===== src/rtl/wr_req_queue.sv =====
// Write-request queue feeding the register-file write decoder: a small circular
// FIFO of {addr, data} behind a valid/ready port, drained into a registered decoder stage.
module wr_req_queue #(
  parameter int DEPTH = 4,
  parameter int WIDTH = 64
) (
  input  logic                     clk_i,
  input  logic                     reset_n_i,
  input  logic                     in_valid_i,
  input  logic [2:0]               in_addr_i,
  input  logic [WIDTH-1:0]         in_data_i,
  output logic                     in_ready_o,
  input  logic                     flush_i,
  input  logic                     stall_i,
  output logic [2:0]               dec_in_o,
  output logic                     dec_e_o,
  output logic [WIDTH-1:0]         wr_data_o,
  output logic [$clog2(DEPTH):0]   count_o
);

  localparam int PTR_W = $clog2(DEPTH);
  localparam int CNT_W = PTR_W + 1;

  logic [2:0]       addr_mem_q [DEPTH];
  logic [WIDTH-1:0] data_mem_q [DEPTH];

  logic [PTR_W-1:0] wr_ptr_q, wr_ptr_d;
  logic [PTR_W-1:0] rd_ptr_q, rd_ptr_d;
  logic [CNT_W-1:0] count_q, count_d;

  logic             dec_e_q, dec_e_d;
  logic [2:0]       dec_in_q, dec_in_d;
  logic [WIDTH-1:0] wr_data_q, wr_data_d;

  logic full;
  logic empty;
  logic push;
  logic pop;

  assign full  = (count_q == CNT_W'(DEPTH));
  assign empty = (count_q == '0);

  // Ready depends only on registered state and flush, never on in_valid,
  // so a pop in a full cycle cannot pass a new request through.
  assign in_ready_o = !full && !flush_i;
  assign push       = in_valid_i && in_ready_o;
  assign pop        = !empty && !stall_i && !flush_i;

  always_comb begin
    wr_ptr_d  = wr_ptr_q;
    rd_ptr_d  = rd_ptr_q;
    count_d   = count_q;
    dec_e_d   = dec_e_q;
    dec_in_d  = dec_in_q;
    wr_data_d = wr_data_q;

    if (flush_i) begin
      wr_ptr_d = '0;
      rd_ptr_d = '0;
      count_d  = '0;
      dec_e_d  = 1'b0;
    end else begin
      if (push) begin
        wr_ptr_d = wr_ptr_q + PTR_W'(1);
      end

      if (pop) begin
        rd_ptr_d  = rd_ptr_q + PTR_W'(1);
        dec_in_d  = addr_mem_q[rd_ptr_q];
        wr_data_d = data_mem_q[rd_ptr_q];
        dec_e_d   = 1'b1;
      end else if (!stall_i) begin
        dec_e_d = 1'b0;
      end

      unique case ({push, pop})
        2'b10:   count_d = count_q + CNT_W'(1);
        2'b01:   count_d = count_q - CNT_W'(1);
        default: count_d = count_q;
      endcase
    end
  end

  // Storage array carries no reset so it can map onto distributed/block RAM.
  always_ff @(posedge clk_i) begin
    if (push) begin
      addr_mem_q[wr_ptr_q] <= in_addr_i;
      data_mem_q[wr_ptr_q] <= in_data_i;
    end
  end

  always_ff @(posedge clk_i or negedge reset_n_i) begin
    if (!reset_n_i) begin
      wr_ptr_q  <= '0;
      rd_ptr_q  <= '0;
      count_q   <= '0;
      dec_e_q   <= 1'b0;
      dec_in_q  <= '0;
      wr_data_q <= '0;
    end else begin
      wr_ptr_q  <= wr_ptr_d;
      rd_ptr_q  <= rd_ptr_d;
      count_q   <= count_d;
      dec_e_q   <= dec_e_d;
      dec_in_q  <= dec_in_d;
      wr_data_q <= wr_data_d;
    end
  end

  assign dec_e_o   = dec_e_q;
  assign dec_in_o  = dec_in_q;
  assign wr_data_o = wr_data_q;
  assign count_o   = count_q;

endmodule


===== config.mk =====
export PLATFORM = sky130hd
export DESIGN_NAME = wr_req_queue
export DESIGN_NICKNAME = d
export VERILOG_FILES = /design/src/rtl/wr_req_queue.sv
export SDC_FILE = /design/constraint.sdc
export NUM_CORES = 1
export LEC_CHECK = 0
export ABC_AREA = 1
export CORE_UTILIZATION = 50
export DETAILED_ROUTE_END_ITERATION = 8
export HOLD_SLACK_MARGIN = 0.05
export PLACE_DENSITY = 0.82
export SYNTH_ARGS = -nofsm -noshare
export SYNTH_HDL_FRONTEND = slang
export SYNTH_SLANG_ARGS = --single-unit

===== constraint.sdc =====
create_clock -name clk_i -period 3.9 [get_ports clk_i]
set_clock_uncertainty 0.1 [all_clocks]
set_input_delay 1.17 -clock clk_i [delete_from_list [all_inputs] [get_ports clk_i]]
set_output_delay 1.17 -clock clk_i [all_outputs]
set_load 0.02 [all_outputs]

Word-level counts from Yosys, hierarchy flattened

Memories as Yosys holds them, arrays and structs flattened. A register that Yosys moved wholly into a read port is not among the register bits.
Cells that the tools add are included.

Add/subtract/negate cells: 4
Equality and inequality tests: 4
Muxes and demuxes: 11
Bitwise logic cells: 1
Reductions and logical operators: 15

Operators with widths:

| cell                  | number |
|---|---|
| $mux W2               | 4 |
| $logic_not A1 Y1      | 6 |
| $pmux W3 S2           | 1 |
| $mux W1               | 5 |
| $add A2 B1 Y2 const B | 2 |
| $logic_and A1 B1 Y1   | 4 |
| $reduce_bool A2 Y1    | 2 |
| $add A3 B1 Y3 const B | 1 |
| $eq A3 B3 Y1 const B  | 1 |
| $logic_not A3 Y1      | 1 |
| $mux W3               | 1 |
| $ne A3 B2 Y1 const B  | 1 |
| $reduce_bool A3 Y1    | 1 |
| $sub A3 B1 Y3 const B | 1 |
| $eq A2 B1 Y1 const B  | 1 |
| $eq A2 B2 Y1 const B  | 1 |
| $reduce_and A2 Y1     | 1 |
| $not A1 Y1            | 1 |

Register bits after elaboration: 8
RAM bits: 268
Bits of input ports: 72
Output and inout port bits: 72
Logic and storage cells: 41
Memories kept: 2

Memory list:

| memory     | depth | bits a word | rd ports | clocked after memory_dff | write ports | line | text |
|---|---|---|---|---|---|---|---|
| data_mem_q | 4     | 64          | 1        | 1                        | 1           | 25   | `logic [WIDTH-1:0] data_mem_q [DEPTH];` |
| addr_mem_q | 4     | 3           | 1        | 1                        | 1           | 24   | `logic [2:0] addr_mem_q [DEPTH];` |

Depth between registers and ports, before layout

Gate-level depths: netlist (run 1).

Depth after elaboration: 7
Depth in mapped cells: 13
Mapped depth without buffers: 13

Worst setup path after synthesis (run 1)

No wires, ideal clock.

Path kind: in2reg
Start: input flush_i
End: memory addr_mem_q[0][0], enable pin
Library setup time: 0.492 ns
Arrival: 4.198 ns
Required time: 3.308 ns
Slack: -0.891 ns
Stages on the path: 3
Buffers on the path: 0
Cell sequence: inv_4 nand3_4 nor2_1

Longest elaborated chain between the ends: 5

Ends and longest elaborated chain:

| item                          | line | text |
|---|---|---|
| start: declaration            | 13   | `input logic flush_i,` |
| $logic_not A1 Y1              | 45   | `assign in_ready_o = !full && !flush_i;` |
| $logic_and A1 B1 Y1           | 45   |  |
| $logic_and A1 B1 Y1           | 46   | `assign push = in_valid_i && in_ready_o;` |
| $mux W1                       | 86   | `if (push) begin` |
| $mux W1 (not written as such) | 87   | `addr_mem_q[wr_ptr_q] <= in_addr_i;` |
| end: declaration              | 24   |  |

Every way passes these cells.

Final worst setup path (run 1)

Start: input flush_i
End: output in_ready_o

Longest elaborated chain between the ends: 2

Ends and longest elaborated chain:

| item                | line | text |
|---|---|---|
| $logic_not A1 Y1    | 45   |  |
| $logic_and A1 B1 Y1 | 45   |  |
| end: declaration    | 12   | `output logic in_ready_o,` |

Every way passes these cells.

==> impl_metrics.sql, run 1 <==
INSERT INTO impl_metrics (metric_group, metric, value, unit) VALUES
('global_route', 'via_count_of_the_first_global_routing_pass', '8025', ''),
('synth', 'syn-instance-count', '996', ''),
('power', 'total_power', '0.01072', 'W'),
('cells_and_area', 'fraction_of_final_layout_cells_with_drive_strength_greater_than_1', '8.412', '%'),
('place', 'pre_cts_ws', '212.6', 'ps'),
('floorplan', 'dieWidth', '163.1', 'um'),
('synth', 'mappedNetlistArea', '0.01297', 'sq mm'),
('detailed_routing', 'postRouteWirelength', '26860', 'um'),
('synth', 'synth_sequential_area_ratio', '76.52', '%'),
('floorplan', 'coreArea', '0.02533', 'sq mm'),
('setup_path', 'type_of_the_worst_setup_path', 'input pin to output pin', ''),
('sta', 'slew_of_the_pin_with_the_lowest_slew_margin', '920.4', 'ps'),
('power', 'peakVddDrop', '0.4489', 'mV'),
('detailed_routing', 'postRouteAntennaNets', '0', ''),
('synth', 'ys_warn_count', '0', ''),
('global_route', 'globalRoute.totalOverflow', '0', ''),
('place', 'dp.final_hpwl', '14860', 'um'),
('cts', 'clock_insertion_delay_worst_skew', '500', 'ps'),
('cells_and_area', 'area_of_all_placed_cells_without_fillers', '0.01578', 'sq mm'),
('global_route', 'maximum_number_of_pins_on_one_net_before_global_route_repair', '90', ''),
('worst_hold_path', 'timing.hold.worst.class', 'register to register', ''),
('global_route', 'antenna_found_initial', '1', ''),
('job', 'drv.max_cap_violation_count', '0', ''),
('detailed_routing', 'drt-vias-per-instance', '5.406', ''),
('floorplan', 'initial_core_util', '51.21', '%'),
('sta', 'layout_worst_path_cycle_share', '94.51', '%'),
('synth', 'synth_top_family_by_area', 'simple AND/OR/NAND/NOR gates', ''),
('cts', 'cts_post_setup_buffers_inserted', '0', ''),
('floorplan', 'rows', '58', ''),
('sta', 'setup_viol_count_final', '0', ''),
('cts', 'postCtsResizedCells', '0', ''),
('sta', 'worst_slack', '214.0', 'ps'),
('setup_path', 'crit_start_category', 'input pin', ''),
('global_route', 'gr-usage-all-layers', '20.73', '%'),
('cells_and_area', 'flow.area_growth_from_synthesis', '21.70', '%'),
('setup_path', 'arrival_time_at_the_worst_endpoint', '2420', 'ps'),
('detailed_routing', 'dr.pass1.iters', '6', ''),
('sta', 'fin_crit', '3686', 'ps'),
('cells_and_area', 'layout_common_cells', 'sky130_fd_sc_hd__edfxtp_1, sky130_fd_sc_hd__nand2_1, sky130_fd_sc_hd__clkdlybuf4s50_1', ''),
('place', 'port_buffer_count', '143', ''),
('sta', 'totalNegativeSetupSlack', '0', 'ps'),
('power', 'p_leak', '5.863', 'nW'),
('cells_and_area', 'most_common_cell_after_layout_fill_and_taps_aside', 'sky130_fd_sc_hd__edfxtp_1', ''),
('synth', 'synthSimpleGateAreaFrac', '11.40', '%'),
('setup_path', 'cp.required', '2630', 'ps'),
('synth', 'synth_register_bits', '343', ''),
('floorplan', 'fp.dieH', '163.1', 'um'),
('synth', 'compound_gate_fraction_of_synth_area', '8.634', '%'),
('cts', 'cts_max_path_buffers', '3', ''),
('synth', 'average_size_of_a_mapped_cell', '13.02', 'sq um'),
('synth', 'netlist-cell-type-count', '25', ''),
('cts', 'cts-root-buf', 'sky130_fd_sc_hd__clkbuf_16', ''),
('setup_path', 'worstSetupEndpointType', 'output pin', ''),
('sta', 'maxSlewViolCount', '0', ''),
('cts', 'holdBufCountCts', '0', ''),
('floorplan', 'top_level_ports', '144', ''),
('sta', 'grt_setup_unrepaired', 'false', ''),
('synth', 'synth_xor_xnor_area_share', '0.06753', '%'),
('synth', 'synth.mux.area_fraction', '0', '%'),
('cts', 'worst_setup_hold_path_clk_slew', '60', 'ps'),
('detailed_routing', 'avgRoutedWirePerCell', '17.95', 'um'),
('cells_and_area', 'fillers', '1862', ''),
('cts', 'tritoncts_buffers', '35', ''),
('place', 'finalWeightedCongestion', '0.7788', ''),
('sta', 'max_freq', '0.2713', 'GHz'),
('global_route', 'grt_first_pass_wirelength', '41950', 'um'),
('detailed_routing', 'vias', '8087', ''),
('status', 'run_status', 'complete, no violations', ''),
('floorplan', 'fp.dieArea', '0.02659', 'sq mm'),
('cts', 'h_tree_depth', '2', ''),
('synth', 'yosys.area_share.adder', '0.5402', '%'),
('synth', 'postSynthNetCount', '1073', ''),
('setup_path', 'path_max_fanout', '2', ''),
('cts', 'tritoncts', 'built', ''),
('power', 'power.density_cell_area', '679.0', 'mW/mm^2'),
('detailed_routing', 'route.detailed.drc', '0', ''),
('cells_and_area', 'utilization', '62.32', '%'),
('cts', 'clock_sinks', '343', ''),
('cells_and_area', 'num-nets-final', '1216', ''),
('place', 'place_area', '0.01471', 'sq mm'),
('sta', 'finalHoldViolCount', '0', ''),
('detailed_routing', 'initial_detailed_routing_violation_count', '594', ''),
('sta', 'timing.max_slew.rel_slack', '38.64', '%');
==> layout make-up <==
| class | instances | area, sq um | area share, % |
|---|---|---|---|
| sequential | 343 | 9930 | 62.91 |
| multi-input combinational | 582 | 2708 | 17.15 |
| timing repair buffer | 163 | 1604 | 10.16 |
| clock buffer | 50 | 1005 | 6.365 |
| tap | 330 | 412.9 | 2.616 |
| clock inverter | 13 | 65.06 | 0.4122 |
| inverter | 14 | 57.56 | 0.3646 |
| antenna | 1 | 2.502 | 0.01585 |
==> worst paths after layout <==
kind	end	start	slack, ps	depth (start not counted)
min in group asynchronous	wr_data_o[11]$_DFFE_PN0P_	reset_n_i	570	1
setup reg to reg	wr_data_o[44]$_DFFE_PN0P_	rd_ptr_q[0]$_DFFE_PN0P_	1410	5
hold reg to reg	wr_data_o[24]$_DFFE_PN0P_	wr_data_o[24]$_DFFE_PN0P_	380	2
setup / recovery	in_ready_o	flush_i	210	3
hold / removal	wr_data_o[24]$_DFFE_PN0P_	wr_data_o[24]$_DFFE_PN0P_	380	2
max in group asynchronous	wr_data_o[53]$_DFFE_PN0P_	reset_n_i	2450	2
==> registers in the layout (all words and copies together) (netlist names) <==
name and count:
wr_data_o 64, addr_mem_q 12, rd_ptr_q 2, wr_ptr_q 2, data_mem_q 256, count_o 3
dec_e_o 1, dec_in_o 3
==> per-layer routing <==
metal  routed length, um  GRT usage [%]  up-vias
li1                    -              -     3800
met1               11180          26.02     3981
met2               13690          36.73      257
met3                1390          3.149       49
met4                 594          6.924        0
met5                   0              0        -
==> report_power, final <==
group / total (W) / switching [W] / internal (W)
Clock: 0.00308 / 0.00129 / 0.00179
Sequential: 0.00481 / 0.000314 / 0.00450
Combinational: 0.00283 / 0.00169 / 0.00114
==> Yosys cell counts, drive strengths merged <==
master | number | area share (%)
nand3 | 10 | 0.48
buf | 36 | 1.8
nor2 | 141 | 4.2
edfxtp | 268 | 62
a21oi | 3 | 0.12
dfrtp | 75 | 14
clkbuf | 21 | 0.61
o22ai | 67 | 3.2
fa | 1 | 0.15
o21ai | 137 | 5.3
xnor2 | 1 | 0.068
ha | 4 | 0.39
nand2 | 218 | 6.7
inv | 14 | 0.44
==> critical path: stages <==
cell	delay [ps]
sky130_fd_sc_hd__clkdlybuf4s50_1	420
sky130_fd_sc_hd__a21oi_1	180
sky130_fd_sc_hd__clkdlybuf4s50_1	640
==> per-stage QoR <==
step / instances / hold WS, ps
6_report: 1496 / 377.0
5_1_grt: 1496 / 402.6
4_1_cts: 1495 / 381.9
3_5_place_dp: 1432 / 365.5
3_3_place_gp: 1432 / 363.8
2_1_floorplan: 996 / 412.6
==> kinds of logic (layout without fill, tap and decap cells) <==
logic type,after synthesis,after routing
AO/OA/AOI/OAI,207,207
flip-flops,343,343
AND/OR/NAND/NOR,369,369
XOR/XNOR,1,1
buffers and inverters,71,240
adder cells (fa/ha/maj),5,5
other,0,1
Note: power is estimated with default switching activity, not from simulation.
==> run 2, diff against run 1 <==
--- a/config.mk
+++ b/config.mk
@@ -6,10 +6,10 @@
 export NUM_CORES = 1
 export LEC_CHECK = 0
 export ABC_AREA = 1
-export CORE_UTILIZATION = 50
+export CORE_UTILIZATION = 56
 export DETAILED_ROUTE_END_ITERATION = 8
 export HOLD_SLACK_MARGIN = 0.05
-export PLACE_DENSITY = 0.82
+export PLACE_DENSITY = 0.86
 export SYNTH_ARGS = -nofsm -noshare
 export SYNTH_HDL_FRONTEND = slang
 export SYNTH_SLANG_ARGS = --single-unit
==> constraint.sdc (replaced) <==
create_clock -name clk_i -period 3.5 [get_ports clk_i]
set_clock_uncertainty 0.1 [all_clocks]
set_input_delay 1.05 -clock clk_i [delete_from_list [all_inputs] [get_ports clk_i]]
set_output_delay 1.05 -clock clk_i [all_outputs]
set_load 0.02 [all_outputs]
==> impl_metrics.sql, run 2 (synthesis gave the netlist of run 1 again) <==
INSERT INTO impl_metrics (metric_group, metric, value, unit) VALUES
('detailed_routing', 'dr_wl_met2', '13060', 'um'),
('sta', 'layout_worst_path_cycle_share', '98.31', '%'),
('worst_hold_path', 'timing.hold.worst.class', 'register to register', ''),
('cells_and_area', 'layout_common_cells', 'sky130_fd_sc_hd__edfxtp_1, sky130_fd_sc_hd__nand2_1, sky130_fd_sc_hd__clkdlybuf4s50_1', ''),
('place', 'port_buffer_count', '143', ''),
('cts', 'clock_insertion_delay_worst_skew', '500', 'ps'),
('place', 'dp.final_hpwl', '14810', 'um'),
('setup_path', 'r2r_setup_slack', '1210', 'ps'),
('sta', 'setup_viol_count_final', '0', ''),
('floorplan', 'initial_core_util', '57.11', '%'),
('worst_hold_path', 'whs_path_depth', '2', ''),
('power', 'cell_internal_pwr', '0.008582', 'W'),
('floorplan', 'top_level_ports', '144', ''),
('status', 'run_status', 'complete, no violations', ''),
('place', 'finalWeightedCongestion', '0.7505', ''),
('cells_and_area', 'fraction_of_final_layout_cells_with_drive_strength_greater_than_1', '8.606', '%'),
('cts', 'h_tree_depth', '2', ''),
('setup_path', 'arrival_time_at_the_worst_endpoint', '2290', 'ps'),
('detailed_routing', 'vias', '8152', ''),
('cts', 'tritoncts_buffers', '34', ''),
('sta', 'grt_setup_unrepaired', 'false', ''),
('setup_path', 'setup.worst_path.end', 'in_ready_o', ''),
('floorplan', 'coreArea', '0.02271', 'sq mm'),
('sta', 'totalNegativeSetupSlack', '0', 'ps'),
('detailed_routing', 'met3RoutedLength', '1781', 'um'),
('power', 'power.share.sequential', '43.8', '%'),
('sta', 'finalHoldViolCount', '0', ''),
('global_route', 'globalRoute.totalOverflow', '0', ''),
('setup_path', 'type_of_the_worst_setup_path', 'input pin to output pin', ''),
('power', 'total_power', '0.01226', 'W'),
('setup_path', 'path_max_fanout', '2', ''),
('cells_and_area', 'flow.area_growth_from_synthesis', '22.38', '%'),
('power', 'power.clock.fraction', '30.4', '%'),
('power', 'p_leak', '5.926', 'nW'),
('cells_and_area', 'largest_register_ff_count', '256', ''),
('floorplan', 'dieWidth', '154.2', 'um'),
('global_route', 'grt_first_pass_wirelength', '41680', 'um'),
('sta', 'fin_crit', '3441', 'ps'),
('power', 'comb_power_share', '25.8', '%'),
('cts', 'worst_setup_hold_path_clk_slew', '60', 'ps'),
('cells_and_area', 'fillers', '1486', ''),
('cts', 'cts_max_path_buffers', '3', ''),
('power', 'p_sw', '0.003682', 'W'),
('power', 'peakVddDrop', '0.4293', 'mV'),
('global_route', 'via_count_of_the_first_global_routing_pass', '8040', ''),
('cts', 'postCtsResizedCells', '0', ''),
('detailed_routing', 'postRouteWirelength', '26550', 'um'),
('power', 'swShare', '30.02', '%'),
('setup_path', 'regToRegEndpoint', 'wr_data_o[49]$_DFFE_PN0P_', ''),
('detailed_routing', 'drt-vias-per-instance', '5.634', ''),
('setup_path', 'cp.required', '2350', 'ps'),
('detailed_routing', 'initial_detailed_routing_violation_count', '556', ''),
('setup_path', 'worstSetupEndpointType', 'output pin', ''),
('setup_path', 'worstRegToRegCells', '6', ''),
('cts', 'tritoncts', 'built', ''),
('setup_path', 'critical_path.startpoint', 'flush_i', ''),
('detailed_routing', 'top_layer', 'met4', ''),
('floorplan', 'rows', '55', ''),
('detailed_routing', 'met1Wirelength', '10960', 'um'),
('global_route', 'gr-usage-all-layers', '22.97', '%'),
('sta', 'max_freq', '0.2906', 'GHz'),
('sta', 'maxSlewViolCount', '0', ''),
('cts', 'clock_sinks', '343', ''),
('detailed_routing', 'route.detailed.drc', '0', ''),
('job', 'drv.max_cap_violation_count', '0', ''),
('cts', 'cts-root-buf', 'sky130_fd_sc_hd__clkbuf_16', ''),
('global_route', 'maximum_number_of_pins_on_one_net_before_global_route_repair', '102', ''),
('setup_path', 'crit_start_category', 'input pin', ''),
('detailed_routing', 'avgRoutedWirePerCell', '18.34', 'um'),
('cts', 'cts_post_setup_buffers_inserted', '0', ''),
('cts', 'holdBufCountCts', '0', ''),
('cells_and_area', 'antenna_cells', '0', ''),
('cells_and_area', 'regMostFlops', 'data_mem_q', ''),
('power', 'power.density_cell_area', '772.6', 'mW/mm^2'),
('detailed_routing', 'postRouteAntennaNets', '0', ''),
('global_route', 'antenna_found_initial', '0', ''),
('floorplan', 'fp.dieH', '154.2', 'um'),
('setup_path', 'rr_startpoint', 'rd_ptr_q[0]$_DFFE_PN0P_', ''),
('floorplan', 'fp.dieArea', '0.02377', 'sq mm'),
('detailed_routing', 'dr.pass1.iters', '7', ''),
('sta', 'slew_of_the_pin_with_the_lowest_slew_margin', '763.0', 'ps'),
('cells_and_area', 'num-nets-final', '1213', ''),
('sta', 'timing.max_slew.rel_slack', '49.13', '%'),
('cells_and_area', 'most_common_cell_after_layout_fill_and_taps_aside', 'sky130_fd_sc_hd__edfxtp_1', '');
run 2: cell count changes in the layout (fill, tap and decap cells not counted), moves of 2 or more:
cell                         change
sky130_fd_sc_hd__bufinv_16       +4
sky130_fd_sc_hd__clkinv_1        -5
sky130_fd_sc_hd__buf_12          +5
sky130_fd_sc_hd__buf_4           -7
sky130_fd_sc_hd__clkinvlp_4      -2
run 2: per-layer routing:
layer,track usage (%),vias to the layer above
met1,30.62,3961
li1,-,3813
met2,38.14,322
met3,3.390,56
met4,9.857,0
met5,0,-
run 2: worst max-delay path, stage by stage:
cell,delay [ps]
sky130_fd_sc_hd__clkdlybuf4s50_1,420
sky130_fd_sc_hd__a21oi_1,190
sky130_fd_sc_hd__clkdlybuf4s50_1,630
run 2: stage by stage:
step	util, %	instances	setup WS [ps]	area, sq um	hold slack, ps
floorplan	-	996	-60.70	12980	413.6
global placement	64.74	1385	93.36	14700	364.2
detailed placement	64.74	1385	69.11	14700	363.6
CTS	69.90	1447	59.80	15870	385.1
global route	69.90	1447	20.81	15870	401.0
finish	69.90	1447	58.98	15870	382.1
run 2: worst min path at each step:
stage	from	endpoint	slack [ps]
2_1_floorplan	wr_ptr_q[0]$_DFFE_PN0P_	wr_ptr_q[0]$_DFFE_PN0P_	410
3_3_place_gp	wr_data_o[20]$_DFFE_PN0P_	wr_data_o[20]$_DFFE_PN0P_	360
3_5_place_dp	wr_data_o[46]$_DFFE_PN0P_	wr_data_o[46]$_DFFE_PN0P_	360
4_1_cts	wr_data_o[24]$_DFFE_PN0P_	wr_data_o[24]$_DFFE_PN0P_	390
5_1_grt	wr_data_o[26]$_DFFE_PN0P_	wr_data_o[26]$_DFFE_PN0P_	400
6_report	dec_in_o[0]$_DFFE_PN0P_	dec_in_o[0]$_DFFE_PN0P_	380
run 2: final cells by class:
cell class | instances | area, sq um | area share [%]
sequential | 343 | 9930 | 62.56
multi-input combinational | 582 | 2708 | 17.06
timing repair buffer | 161 | 1652 | 10.41
clock buffer | 50 | 1005 | 6.330
tap | 285 | 356.6 | 2.247
clock inverter | 12 | 165.2 | 1.041
inverter | 14 | 57.56 | 0.3626
run 2: power groups by stage:
stage | registers [W] | clock network [W] | logic, W
after detailed placement | 0.00543 | 0 | 0.00316
after CTS | 0.00537 | 0.00380 | 0.00319
after global routing | 0.00543 | 0.00394 | 0.00346
final | 0.00537 | 0.00373 | 0.00317
after global placement | 0.00542 | 0 | 0.00308
after floorplan | 0.00581 | 0 | 0.00145
